### src/rtl/stdp_pkg.sv
// Shared defaults for the LIF neuron pair with STDP learning.
// Also holds the trace counter width and the trace update helper.
package stdp_pkg;

  localparam int W_DEF          = 8;
  localparam int WW_DEF         = 4;
  localparam int THRESH_DEF     = 128;
  localparam int LEAK_SHIFT_DEF = 3;
  localparam int REFRAC_DEF     = 2;
  localparam int WIN_DEF        = 7;
  localparam int W_INIT_DEF     = 8;
  localparam int TW             = 4;

  // A trace restarts at zero after its spike and otherwise ages up to the window edge.
  function automatic logic [TW-1:0] trace_next(input logic [TW-1:0] t,
                                               input logic            spk,
                                               input logic [TW-1:0] win);
    if (spk) return '0;
    return (t < win) ? t + 1'b1 : win;
  endfunction

endpackage

### src/rtl/lif_neuron.sv
// Leaky integrate-and-fire neuron with saturating membrane, one-cycle spike
// pulse and a fixed refractory period during which input current is ignored.
module lif_neuron #(
  parameter int W          = 8,
  parameter int THRESH     = 128,
  parameter int LEAK_SHIFT = 3,
  parameter int REFRAC     = 2
) (
  input  logic         clk,
  input  logic         rst_n,
  input  logic         ena,
  input  logic [W-1:0] cur,
  output logic [W-1:0] state,
  output logic         spk
);

  localparam int RW = (REFRAC < 1) ? 1 : $clog2(REFRAC + 1);
  localparam logic [W-1:0]  THRESH_V = W'(THRESH);
  localparam logic [RW-1:0] REFRAC_V = RW'(REFRAC);

  logic [W-1:0]  state_q, state_d;
  logic          spk_q, spk_d;
  logic [RW-1:0] refrac_q, refrac_d;
  logic [W:0]    sum;

  always_comb begin
    state_d  = state_q;
    spk_d    = spk_q;
    refrac_d = refrac_q;
    // One extra bit catches overflow of the leak-plus-current sum.
    sum = {1'b0, state_q} - {1'b0, state_q >> LEAK_SHIFT} + {1'b0, cur};
    if (ena) begin
      if (state_q >= THRESH_V) begin
        state_d  = '0;
        spk_d    = 1'b1;
        refrac_d = REFRAC_V;
      end else if (refrac_q != '0) begin
        state_d  = '0;
        spk_d    = 1'b0;
        refrac_d = refrac_q - 1'b1;
      end else begin
        spk_d   = 1'b0;
        state_d = sum[W] ? '1 : sum[W-1:0];
      end
    end
  end

  always_ff @(posedge clk) begin
    if (!rst_n) begin
      state_q  <= '0;
      spk_q    <= 1'b0;
      refrac_q <= '0;
    end else begin
      state_q  <= state_d;
      spk_q    <= spk_d;
      refrac_q <= refrac_d;
    end
  end

  assign state = state_q;
  assign spk   = spk_q;

endmodule

### src/rtl/lif_stdp_pair.sv
// Pre/post LIF neuron pair joined by one plastic synapse; pair-based STDP
// uses saturating spike-age traces to decide potentiation or depression.
module lif_stdp_pair
  import stdp_pkg::*;
#(
  parameter int W          = W_DEF,
  parameter int WW         = WW_DEF,
  parameter int THRESH     = THRESH_DEF,
  parameter int LEAK_SHIFT = LEAK_SHIFT_DEF,
  parameter int REFRAC     = REFRAC_DEF,
  parameter int WIN        = WIN_DEF,
  parameter int W_INIT     = W_INIT_DEF
) (
  input  logic          clk,
  input  logic          rst_n,
  input  logic          ena,
  input  logic          learn_en,
  input  logic [W-1:0]  cur_pre,
  output logic          spk_pre,
  output logic          spk_post,
  output logic [W-1:0]  state_post,
  output logic [WW-1:0] weight
);

  localparam logic [TW-1:0] WIN_V    = TW'(WIN);
  localparam logic [WW-1:0] W_INIT_V = WW'(W_INIT);

  logic [W-1:0]  state_pre;
  logic [W-1:0]  cur_post;
  logic [TW-1:0] t_pre_q, t_pre_d, t_post_q, t_post_d;
  logic [WW-1:0] weight_q, weight_d;
  logic          ltp, ltd;

  lif_neuron #(.W(W), .THRESH(THRESH), .LEAK_SHIFT(LEAK_SHIFT), .REFRAC(REFRAC)) u_pre (
    .clk(clk), .rst_n(rst_n), .ena(ena), .cur(cur_pre), .state(state_pre), .spk(spk_pre)
  );

  lif_neuron #(.W(W), .THRESH(THRESH), .LEAK_SHIFT(LEAK_SHIFT), .REFRAC(REFRAC)) u_post (
    .clk(clk), .rst_n(rst_n), .ena(ena), .cur(cur_post), .state(state_post), .spk(spk_post)
  );

  always_comb begin
    cur_post = spk_pre ? (W'(weight_q) << (W - WW)) : '0;
    ltp = learn_en & spk_post & ~spk_pre & (t_pre_q < WIN_V);
    ltd = learn_en & spk_pre & ~spk_post & (t_post_q < WIN_V);
    t_pre_d  = t_pre_q;
    t_post_d = t_post_q;
    weight_d = weight_q;
    if (ena) begin
      t_pre_d  = trace_next(t_pre_q, spk_pre, WIN_V);
      t_post_d = trace_next(t_post_q, spk_post, WIN_V);
      if (ltp && (weight_q != '1))
        weight_d = weight_q + 1'b1;
      else if (ltd && (weight_q != '0))
        weight_d = weight_q - 1'b1;
    end
  end

  // Traces start saturated so nothing learned before reset can pair with new spikes.
  always_ff @(posedge clk) begin
    if (!rst_n) begin
      t_pre_q  <= WIN_V;
      t_post_q <= WIN_V;
      weight_q <= W_INIT_V;
    end else begin
      t_pre_q  <= t_pre_d;
      t_post_q <= t_post_d;
      weight_q <= weight_d;
    end
  end

  assign weight = weight_q;

endmodule

### config.mk
export PLATFORM = sky130hd
export DESIGN_NAME = lif_stdp_pair
export DESIGN_NICKNAME = d
export VERILOG_FILES = /design/src/rtl/stdp_pkg.sv /design/src/rtl/lif_neuron.sv /design/src/rtl/lif_stdp_pair.sv
export SDC_FILE = /design/constraint.sdc
export NUM_CORES = 1
export LEC_CHECK = 0
export CAP_MARGIN = 5
export CELL_PAD_IN_SITES_DETAIL_PLACEMENT = 0
export CELL_PAD_IN_SITES_GLOBAL_PLACEMENT = 1
export CORE_ASPECT_RATIO = 0.75
export CORE_MARGIN = 3
export CORE_UTILIZATION = 36
export DETAILED_ROUTE_END_ITERATION = 12
export GPL_ROUTABILITY_DRIVEN = 0
export GPL_TIMING_DRIVEN = 0
export PLACE_DENSITY = 0.67
export SYNTH_ARGS = -nofsm -noshare
export SYNTH_HDL_FRONTEND = slang
export SYNTH_HIERARCHICAL = 1
export SYNTH_SLANG_ARGS = --single-unit
### constraint.sdc
create_clock -name clk -period 7.2 [get_ports clk]
set_input_delay 0.72 -clock clk [delete_from_list [all_inputs] [get_ports clk]]
set_output_delay 0.72 -clock clk [all_outputs]
set_load 0.01 [all_outputs]
==> reports/qor.txt <==
first-pass GRT wire length: 11100 um
# diodes: 0
largest net degree at the start of global routing: 21
initial core utilization: 38.1%
ys async rst share: 0%
top cells by count, synth: 68 x inv_1, 34 x dfxtp_1, 30 x ha_1, 29 x nand2_1, 23 x a21oi_1
maxcap violations: 0
CTS clock-pin slew for the worst setup and hold paths: 0.07 ns
Least-Margin Pin Slew: 0.736 ns
Comb pwr share: 72.3%
Routed Antenna Nets: 0
met3 WL: 267 um
Hold WC Path Type: reg -> reg
kind of critical path: in -> reg
Overflow after GRT: 0
Reg area: 681 sq um
layout cells sized above 1: 7.22%
largest family of logic cells by synthesized area: compound AO/OA/AOI/OAI gates
Residual DRC: 0
worst r2r src: u_pre/spk
Compound-Gate Fraction of Synth Area: 24.3%
reg-to-reg slack, setup: 4.16 ns
filler cell count: 795
CTS tree: yes
Total Power: 1.71 mW
DP HPWL: 4800 um
crit path to: u_pre/state[2]
clk_skew: 0.00722 ns
CTS sink count: 34
htree depth: 2
Yosys reg bits: 34
CP Capture Type: register
Multi-input gate area: 1920 sq um
reg2reg end: u_post/state[2]
Post-Route WL: 6220 um
via count: 2416
Post-synth EDFFs: 0
Met1 Wirelength: 3520 um
average size of a mapped cell: 8.20 sq um
xor/xnor share of the synthesized area: 2.73%
Mapped Area: 2890 sq um
Worst VDD drop: 0.186 mV
WP data arrival: 3.70 ns
Worst Path Required: 7.41 ns
DP Area: 3270 sq um
synthesized instance count: 352
initial antenna violation count: 0
worst path cell trace: clkdlybuf4s50_1, inv_1, fa_1, inv_1, fa_1, a211oi_2, o211ai_2, a311oi_4, o21ai_0, a21oi_1
Clk network pwr share: 10.2%
CTS root buffer: clkbuf_8
post-place setup slack: 3.44 ns
number of global-route vias before repair: 2338
Power Dens Cells: 506 nW/um^2
Die Height: 83.5 um
Switching Fraction: 47.8%
number of port buffers: 25
Reg power frac: 17.5%
Area contributors post-synth: dfxtp_1 24%, ha_1 13%, inv_1 8.8%
sw power: 0.818 mW
Post-Synth Simple-Gate Area: 15.3%
Layout area overhead: 17.3%
Synth Area in Adders: 20.6%
WL/cell: 12.7 um
Setup TNS Final: 0 ns
Die X: 109 um
met2 WL post-DR: 2420 um
CP Launch Point: cur_pre[1]
LEAKAGE: 1.49 nW
I/O pin count: 26
Hold Slack: 0.467 ns
final setup vio count: 0
# rows: 27
most common cell in the synthesized netlist: inv_1
largest fanout on the critical path: 8
ys flop type: dfxtp_1
Worst-Skew Late Latency: 0.28 ns
routed vias/inst: 4.94
max-slew violation count: 0
CP startpoint kind: input port
CP bufs+invs: 3
CP delay by family, top: compound AO/OA/AOI/OAI gates
max frequency: 286 MHz
Final nets: 440
Placed Cells: 481
Final Worst Setup Slack: 3.71 ns
Die ar.: 9140 sq um
Final Hold Fails: 0
WP depth: 10
Critical Path Slowest Stage Cell: fa_1
post-synthesis mux area share: 3.12%
Synthesis Warnings: 6
fin area: 3380 sq um
sequential area share after synthesis: 23.6%
clock buffer count from CTS: 5
Initial DRC Count: 97
total setup buffers inserted after CTS: 0
synth unique cells: 46
area share of the largest cell type after synthesis: 23.6%
cts repair resizes: 0
Worst R2R Path Depth: 11
dominant cell type by area after synthesis: dfxtp_1
Tcrit/Tclk final: 48.5%
hold_buf cts: 0
min cycle time layout: 3.49 ns
status: finished, final reports clean
CP max stage delay: 0.53 ns
Int Pwr: 0.893 mW
clock buffer depth: 2
Slew headroom: 50.8%
Final Non-Filler Cells: 489
Final Util: 44.7%
Max Used Layer: met4
Core Area: 7570 sq um
Tot GR Track Use: 14.8%
Pre-antenna DRT Iters: 4
RSZ-0062 raised after global routing: false
worst min-delay path, stage by stage (launching register included):
cell and delay, ns:
dfxtp_1 0.31, nand2_1 0.06, a21oi_1 0.05
logic make-up after synthesis:
logic type                 after synthesis
AOI/OAI and AO/OA                       95
xor gates and xnor gates                 9
adders and majority gates               41
buffers and inverters                   76
DFF                                     34
muxes                                    9
other                                    1
and+or+nand+nor                         87
layer usage:
layer / up-vias / global-route usage [%]
met2: 39 / 20.7
met4: 0 / 2.04
li1: 1273 / -
met3: 2 / 3.17
met5: - / 0
met1: 1102 / 23.4
power by group through the flow:
stage	clock [mW]	sequential (mW)	combinational, mW
after floorplan	0	0.293	0.982
after global placement	0	0.305	1.22
after detailed placement	0	0.305	1.24
after CTS	0.183	0.301	1.24
after global routing	0.194	0.309	1.41
final	0.175	0.300	1.24
placed cells by master, fill, tap and decap left out, types with 3 or more instances in the layout:
cell / count
nand3_1: 9
o21ai_1: 4
clkdlybuf4s50_1: 25
inv_1: 68
mux2i_1: 9
xor2_1: 5
a211oi_2: 3
conb_1: 4
clkinv_1: 4
dfxtp_1: 34
o211a_1: 3
a21oi_1: 23
xnor2_1: 4
ha_1: 30
nor3_1: 3
a211oi_1: 6
clkbuf_8: 5
o31ai_1: 3
a21boi_0: 3
nor2_1: 15
o211ai_1: 3
nand2b_1: 7
nor2b_1: 5
nand2_1: 29
o21ai_0: 21
a21o_1: 7
clkbuf_1: 3
fa_1: 11
and2_1: 6
nand4_1: 3
worst min path at each step:
stage,start,to,slack (ns),cells after the start
2_1_floorplan,u_pre/state[0],u_pre/state[0],0.44,2
3_3_place_gp,u_pre/state[0],u_pre/state[0],0.45,2
3_5_place_dp,u_pre/state[1],u_pre/state[1],0.46,2
4_1_cts,u_pre/state[1],u_pre/state[1],0.47,2
5_1_grt,u_post/state[2],u_post/state[2],0.50,2
6_report,u_pre/state[0],u_pre/state[0],0.47,2
state kept, by name, summed over array words and instances, names as in the netlist:
register	flops
u_pre/refrac_q	2
u_pre/state	8
t_pre_q	4
t_post_q	4
u_post/spk	1
u_post/refrac_q	2
u_pre/spk	1
u_post/state	8
weight	4
area by class of cell:
type,count,area share [%]
Clock inverter,2,1.11
Sequential cell,34,20.1
Inverter,72,7.99
Buffer,4,0.666
Tap cell,101,3.74
Clock buffer,6,2.14
Timing Repair Buffer,25,7.40
Multi-Input combinational cell,245,56.8
(Power assumes the default switching activity.)
